==> src/rtl/leaf_xbar_scheduler.sv <==
`default_nettype none
// +--------------------------------------------------------------------------+
// | leaf_xbar_scheduler: round-robin burst grant scheduler for the leaf      |
// | crossbar (GPU + 4 spines). Optional stall watchdog: SCHED_TIMEOUT_EN.    |
// | Revision: 1.0                                                            |
// +--------------------------------------------------------------------------+
module leaf_xbar_scheduler #(
    parameter int         ROUTER_ID      = 3,
    parameter logic [3:0] GROUP_ID       = 4'b0011,
    parameter int         LEN_W          = 4,
    parameter int         TIMEOUT_CYCLES = 64
) (
    input  logic               clk,
    input  logic               reset,
    input  logic               arb_enable,
    input  logic [4:0]         req_valid,
    input  logic [5*LEN_W-1:0] req_len,
    input  logic [5:0]         gpu_dest_addr,
    input  logic [3:0]         spine_ready,
    input  logic               beat_fire,
    output logic [2:0]         current_grant,
    output logic [4:0]         grant_onehot,
    output logic [1:0]         direction,
    output logic [1:0]         uplink_sel,
    output logic               busy,
    output logic               last_beat,
    output logic               timeout_err
);
    localparam logic [0:0] S_IDLE     = 1'b0;
    localparam logic [0:0] S_XFER     = 1'b1;
    localparam logic [2:0] NO_GRANT   = 3'b111;
    localparam logic [1:0] DIR_NONE   = 2'b00;
    localparam logic [1:0] DIR_UP     = 2'b01;
    localparam logic [1:0] DIR_DOWN   = 2'b10;
    localparam logic [1:0] DIR_LOOP   = 2'b11;
    localparam logic [5:0] LOCAL_ADDR = {GROUP_ID, 2'(ROUTER_ID)};

    function automatic logic [2:0] wrap5(input logic [2:0] a, input logic [2:0] b);
        logic [3:0] s;
        s = {1'b0, a} + {1'b0, b};
        if (s >= 4'd5) s = s - 4'd5;
        return s[2:0];
    endfunction

    logic [0:0]       state, state_nxt;
    logic [2:0]       rr_ptr, rr_ptr_nxt;
    logic [1:0]       uplink_ptr, uplink_ptr_nxt;
    logic [LEN_W-1:0] beats_left, beats_left_nxt;
    logic [2:0]       grant_nxt;
    logic [4:0]       onehot_nxt;
    logic [1:0]       dir_nxt, upsel_nxt;
    logic             busy_nxt, last_nxt, timeout_nxt;
    logic             gpu_local;
    logic [4:0]       eligible;
    logic [2:0]       winner;
    logic [1:0]       up_pick;
    logic [LEN_W-1:0] win_len;
    logic             start_grant, burst_done, timeout_hit;

    // Searches run backwards so the last hit is the first in round-robin order.
    always_comb begin
        gpu_local = (gpu_dest_addr == LOCAL_ADDR);
        up_pick   = uplink_ptr;
        for (int k = 3; k >= 0; k--) begin
            if (spine_ready[uplink_ptr + 2'(k)]) up_pick = uplink_ptr + 2'(k);
        end
        eligible = {req_valid[4:1], req_valid[0] && (gpu_local || (spine_ready != 4'b0000))};
        winner   = rr_ptr;
        for (int k = 4; k >= 0; k--) begin
            if (eligible[wrap5(rr_ptr, 3'(k))]) winner = wrap5(rr_ptr, 3'(k));
        end
        win_len = req_len[winner*LEN_W +: LEN_W];
    end

    assign start_grant = (state == S_IDLE) && arb_enable && (|eligible);
    assign burst_done  = (state == S_XFER) && beat_fire && (beats_left == '0);

`ifdef SCHED_TIMEOUT_EN
    localparam int STALL_W = $clog2(TIMEOUT_CYCLES + 1);
    logic [STALL_W-1:0] stall_cnt;

    assign timeout_hit = (state == S_XFER) && !beat_fire
                         && (stall_cnt == STALL_W'(TIMEOUT_CYCLES - 1));

    always_ff @(posedge clk) begin
        if (reset || start_grant || beat_fire || timeout_hit || (state == S_IDLE))
            stall_cnt <= '0;
        else
            stall_cnt <= stall_cnt + 1'b1;
    end
`else
    assign timeout_hit = 1'b0;
`endif

    always_ff @(posedge clk) begin
        if (reset) begin
            state         <= S_IDLE;
            rr_ptr        <= '0;
            uplink_ptr    <= '0;
            beats_left    <= '0;
            current_grant <= NO_GRANT;
            grant_onehot  <= '0;
            direction     <= DIR_NONE;
            uplink_sel    <= '0;
            busy          <= 1'b0;
            last_beat     <= 1'b0;
            timeout_err   <= 1'b0;
        end else begin
            state         <= state_nxt;
            rr_ptr        <= rr_ptr_nxt;
            uplink_ptr    <= uplink_ptr_nxt;
            beats_left    <= beats_left_nxt;
            current_grant <= grant_nxt;
            grant_onehot  <= onehot_nxt;
            direction     <= dir_nxt;
            uplink_sel    <= upsel_nxt;
            busy          <= busy_nxt;
            last_beat     <= last_nxt;
            timeout_err   <= timeout_nxt;
        end
    end

    always_comb begin
        state_nxt = state;
        case (state)
            S_IDLE:  if (start_grant) state_nxt = S_XFER;
            S_XFER:  if (burst_done || timeout_hit) state_nxt = S_IDLE;
            default: state_nxt = S_IDLE;
        endcase
    end

    // While busy, current_grant doubles as the latched winner.
    always_comb begin
        rr_ptr_nxt     = rr_ptr;
        uplink_ptr_nxt = uplink_ptr;
        beats_left_nxt = beats_left;
        grant_nxt      = current_grant;
        onehot_nxt     = grant_onehot;
        dir_nxt        = direction;
        upsel_nxt      = uplink_sel;
        busy_nxt       = busy;
        last_nxt       = last_beat;
        timeout_nxt    = 1'b0;
        if (start_grant) begin
            grant_nxt      = winner;
            onehot_nxt     = 5'b00001 << winner;
            busy_nxt       = 1'b1;
            beats_left_nxt = win_len;
            last_nxt       = (win_len == '0);
            if (winner != 3'd0) begin
                dir_nxt   = DIR_DOWN;
                upsel_nxt = 2'd0;
            end else if (gpu_local) begin
                dir_nxt   = DIR_LOOP;
                upsel_nxt = 2'd0;
            end else begin
                dir_nxt   = DIR_UP;
                upsel_nxt = up_pick;
            end
        end else if (burst_done || timeout_hit) begin
            rr_ptr_nxt  = wrap5(current_grant, 3'd1);
            if (burst_done && (direction == DIR_UP)) uplink_ptr_nxt = uplink_sel + 2'd1;
            grant_nxt   = NO_GRANT;
            onehot_nxt  = '0;
            dir_nxt     = DIR_NONE;
            upsel_nxt   = '0;
            busy_nxt    = 1'b0;
            last_nxt    = 1'b0;
            timeout_nxt = timeout_hit;
        end else if ((state == S_XFER) && beat_fire) begin
            beats_left_nxt = beats_left - 1'b1;
            last_nxt       = (beats_left == LEN_W'(1));
        end
    end
endmodule
`default_nettype wire
==> config.mk <==
export PLATFORM = sky130hd
export DESIGN_NAME = leaf_xbar_scheduler
export DESIGN_NICKNAME = d
export VERILOG_FILES = /design/src/rtl/leaf_xbar_scheduler.sv
export SDC_FILE = /design/constraint.sdc
export NUM_CORES = 1
export LEC_CHECK = 0
export CAP_MARGIN = 20
export CORE_UTILIZATION = 40
export CTS_CLUSTER_DIAMETER = 60
export DETAILED_ROUTE_END_ITERATION = 6
export PLACE_DENSITY = 0.63
export SLEW_MARGIN = 15
export SYNTH_ARGS = -nofsm -noshare
export SYNTH_HDL_FRONTEND = slang
export SYNTH_SLANG_ARGS = --single-unit
==> constraint.sdc <==
create_clock -name clk -period 9.4 [get_ports clk]
set_input_delay 1.88 -clock clk [delete_from_list [all_inputs] [get_ports clk]]
set_output_delay 1.88 -clock clk [all_outputs]
set_load 0.05 [all_outputs]
---- Word level (Yosys, flattened, before mapping) ----
Cells that the tools add are included.
operators by class
  add/sub/neg operators ................... 16
  reduce and logical (&&, ||, !) cells .... 18
  mux-type cells .......................... 55
  equal/unequal tests ..................... 4
  bitwise gates (word level) .............. 2
  magnitude comparators ................... 15
  shift operators ......................... 2
operators by type and width
  kind                                                                                 count
  3-bit 2-to-1 mux                                                                     13
  2-bit 2-to-1 mux                                                                     11
  4-bit by 3-bit greater-or-equal comparator with 1-bit output, second input constant  5
  3-bit by 4-bit < comparator with 1-bit output, second input constant                 5
  20-bit by 6-bit indexed part select with 4-bit output                                1
  3-bit subtractor, second input constant                                              6
  1-bit 2-to-1 mux                                                                     16
  1-bit binary-select mux with 3-bit select                                            5
  2-bit by 3-bit < comparator with 1-bit output, second input constant                 4
  4-bit 2-to-1 mux                                                                     3
  5-bit 2-to-1 mux                                                                     2
  3-bit by 1-bit adder with 4-bit output, second input constant                        2
  3-bit by 2-bit adder with 4-bit output, second input constant                        2
  1-bit binary-select mux with 2-bit select                                            4
  4-bit logical NOT                                                                    2
  6-bit by 4-bit == test with 1-bit output, second input constant                      1
  1-bit logical AND                                                                    6
  3-bit nonzero test                                                                   2
  5-bit OR reduction                                                                   1
  1-bit by 3-bit << shifter with 5-bit output, first input constant                    1
  2-bit by 1-bit adder with 2-bit output, second input constant                        2
  2-bit adder, second input constant                                                   2
  3-bit by 3-bit adder with 4-bit output, second input constant                        1
  4-bit by 1-bit == test with 1-bit output, second input constant                      1
  11 further kinds                                                                     14
word-level totals
  input port bits ......................... 39
  logic and storage cells ................. 122
  bits in registers ....................... 24

---- Depth between registers and ports, before layout ----
  depth after elaboration ................. 13
  mapped depth ............................ 20
  mapped depth without buffers ............ 15

---- Worst setup path after synthesis ----
OpenSTA, ideal clock, no wires.
  path kind ............................... input to register
  from .................................... in spine_ready[1]
  to ...................................... reg last_beat
  data required time ...................... 9.314 ns
  path buffers ............................ 2
  stages .................................. 13
  library setup time ...................... 0.086 ns
  setup slack ............................. 4.226 ns
  data arrival time ....................... 5.088 ns
  cell sequence ........................... o41ai_2 > o41a_1 > a21oi_1 > o31a_1 > or4b_4 > and2_4 > buf_6 > a21o_1 > buf_6 > a2111oi_4 > a211oi_1 > or4_1 > a221oi_2
between the ends
  word-level cells in the longest chain between the ends .. 13
  elaborated cells between the ends (all ways) .. 24
  classes of those cells .................. shift (1); mux (16); reduce/logical (7)
RTL lines
  item                                                   RTL line  text
  start, declared                                        19        input logic [3:0] spine_ready,
  4-bit nonzero test *                                   67        eligible = {req_valid[4:1], req_valid[0] && (gpu_local || (spine_ready != 4'b0000))};
  1-bit logical OR *                                     67
  1-bit logical AND *                                    67
  1-bit binary-select mux with 3-bit select              70        if (eligible[wrap5(rr_ptr, 3'(k))]) winner = wrap5(rr_ptr, 3'(k));
  1-bit 2-to-1 mux (implied by the code)                 70
  3-bit 2-to-1 mux (5 in a row)                          70
  20-bit by 6-bit indexed part select with 4-bit output  72        win_len = req_len[winner*LEN_W +: LEN_W];
  4-bit logical NOT                                      149       last_nxt = (win_len == '0);
  1-bit 2-to-1 mux                                       144       if (start_grant) begin
  end signal, assigned                                   118       last_beat <= last_nxt;
  end, declared                                          26        output logic last_beat,
Mark *: on every way between the ends. The rest lies on a longest branch, timed or not. The select of a mux whose other input is x is not followed.
A chain may end at the register's enable or synchronous reset.

---- Final worst setup path ----
  from .................................... in req_valid[0]
  to ...................................... reg last_beat
between the ends
  word-level cells in the longest chain between the ends .. 11
  elaborated cells between the ends (all ways) .. 22
  classes of those cells .................. shift (1); mux (16); reduce/logical (5)
RTL lines
  item                                                   RTL line  text
  start, declared                                        16        input logic [4:0] req_valid,
  1-bit logical AND *                                    67
  1-bit binary-select mux with 3-bit select              70
  1-bit 2-to-1 mux (implied by the code)                 70
  3-bit 2-to-1 mux (5 in a row)                          70
  20-bit by 6-bit indexed part select with 4-bit output  72
  4-bit logical NOT                                      149
  1-bit 2-to-1 mux                                       144
Marks and branches as above.

==> impl_metrics.json <==
{
  "status": "complete, but fails checks",
  "violations": "DRC",
  "synth_area_um2": 2710,
  "clockPowerShare_pct": 12.4,
  "nFillCells": 652,
  "cts_tree": "done",
  "drv_slew": 0,
  "die_w_um": 84.3,
  "async_reset_ff_share_pct": 0,
  "vias": 2925,
  "drv_cap": 0,
  "hold_viol_final": 0,
  "place_hpwl_mm": 6.22,
  "power_density_nw_per_um2": 146,
  "die_h_um": 84.3,
  "max_clock_freq_mhz": 173,
  "seq_power_share_pct": 25.4,
  "postCtsHoldBufs": 0,
  "synth_edf_count": 0,
  "antenna_found_initial": 0,
  "comb_power_share_pct": 62.2,
  "viasPerCell": 6.13,
  "min_period_ns": 5.79,
  "critPathRequiredTime_ns": 9.57,
  "hp-class": "register to register",
  "wl_per_cell_um": 16.6,
  "dr.first_iter.drc_count": 281,
  "postSynthCellCount": 364,
  "switching_share_pct": 46.3,
  "finalNetCount": 454,
  "ys.flop_type": "dfxtp_1",
  "grt_max_degree": 31,
  "ys_types": 80,
  "initial_core_util_pct": 41.9,
  "start_kind": "input port",
  "grt_pass1_vias": 2747,
  "synth_adder_area_share_pct": 6.74,
  "num_antenna_cells": 0,
  "power_switching_uw": 221,
  "cts_resized": 0,
  "setup_viol": 0,
  "synthSimpleGateAreaFrac_pct": 23.9,
  "grt.total_usage_pct": 22.2,
  "post-cts-setup-buffer-count": 0,
  "portBuffers": 52,
  "cp_max_fo": 11,
  "ys_seq_elements": 23,
  "ir_drop_uv": 113,
  "utilization_pct": 50.5,
  "clockBufferDepth": 2,
  "criticalPathCategory": "input port to register",
  "synth_xor_area_share_pct": 1.62,
  "drc": 9,
  "gp_congestion": 0.916,
  "grt_setup_unrepaired": "false",
  "ios": 54,
  "post_synth.cell_area_avg_um2": 7.44,
  "grt_pass1_wl_mm": 13.1,
  "total_leakage_power_uw": 0.00122,
  "fin_skew_ns": 0.00389,
  "dieArea_um2": 7100,
  "synth_warnings": 0,
  "p_int_uw": 256,
  "grt-ovfl-total": 0,
  "htree_levels": 1,
  "routed_wl_mm": 7.92,
  "synth_compound_area_share_pct": 35.9,
  "period_share_pct": 61.6,
  "drive_gt1_share_pct": 5.75,
  "max_slew_margin_pct": 33.9,
  "muxShareOfSynthArea_pct": 6.65,
  "crit_arrival_ns": 5.96,
  "end_kind": "register",
  "tns_ns": 0,
  "ys_seq_area_share_pct": 17.0,
  "ant_nets": 0,
  "clk_latency_ns": 0.26,
  "core.rowCount": 29,
  "worst_slew_pin_slew_ns": 0.979,
  "path_clk_slew_ns": 0.08,
  "regArea_um2": 460,
  "coreArea_um2": 6460,
  "clkSinkCount": 23,
  "area_growth_pct": 20.3,
  "multiInputGateArea_um2": 2030,
  "synth_nets": 417,
  "first_pass_iters": 7,
  "synth_top_family_by_area": "compound AO/OA/AOI/OAI gates",
  "cts_root_buf": "clkbuf_8",
  "cts_buffers": 3
}
-- cell type report --
| type | count | area share, % |
|---|---|---|
| clock inverter | 1 | 0.154 |
| clock buffer | 3 | 1.27 |
| sequential | 23 | 14.1 |
| inverter | 24 | 2.76 |
| tap | 77 | 2.96 |
| timing repair buffer | 54 | 16.4 |
| multi-input combinational | 295 | 62.3 |
-- stage by stage --
stage               hold WS [ns]  worst slack (ns)  power (uW)  area, um2  std cells
floorplan                  0.449              4.23         349       2710        364
global route               0.495              3.25         513       3260        477
finish                     0.471              3.61         477       3260        477
detailed placement         0.452              3.35         415       3210        473
global placement           0.451              3.51         415       3210        473
CTS                        0.466              3.62         476       3260        477
-- final timing paths --
path                              startpoint   endpoint  slack, ns  depth (start not counted)
worst max register to register     rr_ptr[1]  last_beat       4.40                         13
worst min register to register          busy       busy       0.47                          2
worst max-delay path            req_valid[0]  last_beat       3.61                         12
worst min-delay path                    busy       busy       0.47                          2
-- kinds of logic (layout without fill, tap and decap cells) --
family          Yosys count  count (layout)
xor+xnor                  5               5
buf+inv                  46              82
compound gates          133             133
mux                      16              16
other cells               1               1
fa+ha+maj                14              14
flops                    23              23
simple gates            126             126
-- flip-flops by register name, summed over array words and instances, names as in the netlist --
register / count
current_grant: 3
beats_left: 4
last_beat: 1
state: 1
uplink_ptr: 2
busy: 1
direction: 1
uplink_sel: 2
rr_ptr: 3
grant_onehot: 5
-- power by group through the flow --
stage / combinational (uW) / sequential, uW / clock [uW]
floorplan: 209 / 140 / 0
global placement: 292 / 123 / 0
detailed placement: 292 / 124 / 0
CTS: 294 / 121 / 61.0
global route: 325 / 124 / 65.1
finish: 297 / 121 / 59.0
-- worst max-delay path: stages --
cell	delay [ns]
clkdlybuf4s50_1	0.50
nand3_1	0.10
o41ai_1	0.80
mux2_4	0.31
o221ai_2	0.13
and2_1	0.29
o31ai_2	0.55
a21oi_1	0.27
mux2i_1	0.23
o211ai_1	0.12
or4_1	0.53
a221oi_2	0.23
-- layer usage --
layer  wire length, um  part of all wire (%)  GRT usage [%]  vias to the layer above
met4                33                  0.42           3.76                        0
met1              3810                    48           31.8                     1378
met5                 0                     0              0                        -
met2              3660                    46           37.0                       91
li1                  -                     -              -                     1452
met3               421                   5.3           1.57                        4
-- synthesized netlist by cell type, types with 4 or more instances --
cell / instances / area, um2
mux2i_1: 12 / 120
a31oi_1: 8 / 50.1
a21oi_1: 29 / 145
o21ai_0: 17 / 85.1
dfxtp_1: 23 / 460
buf_2: 5 / 25.0
nor2b_1: 4 / 25.0
inv_1: 24 / 90.1
nor3_1: 6 / 30.0
a32oi_1: 4 / 35.0
xnor2_1: 4 / 35.0
and2_1: 5 / 31.3
ha_1: 13 / 163
nor2_1: 31 / 116
buf_4: 4 / 30.0
clkbuf_1: 8 / 30.0
a21o_1: 5 / 37.5
o22ai_1: 5 / 31.3
nand3_1: 8 / 40.0
nand2b_1: 7 / 43.8
nand2_1: 37 / 139
a211oi_1: 12 / 90.1
o211ai_1: 5 / 37.5
o21a_1: 4 / 30.0
-- placed cells by master (no fill, tap or decap), types with 5 or more instances in the layout --
cell              n
o211ai_1          5
a21o_1            5
a21oi_1          29
nand2b_1          7
dfxtp_1          23
o22ai_1           5
nand2_1          37
o21ai_0          17
nand3_1           8
clkdlybuf4s50_1  52
and2_1            5
ha_1             13
nor3_1            6
a31oi_1           8
inv_1            24
a211oi_1         12
nor2_1           31
mux2i_1          12
(Power assumes the default switching activity.)
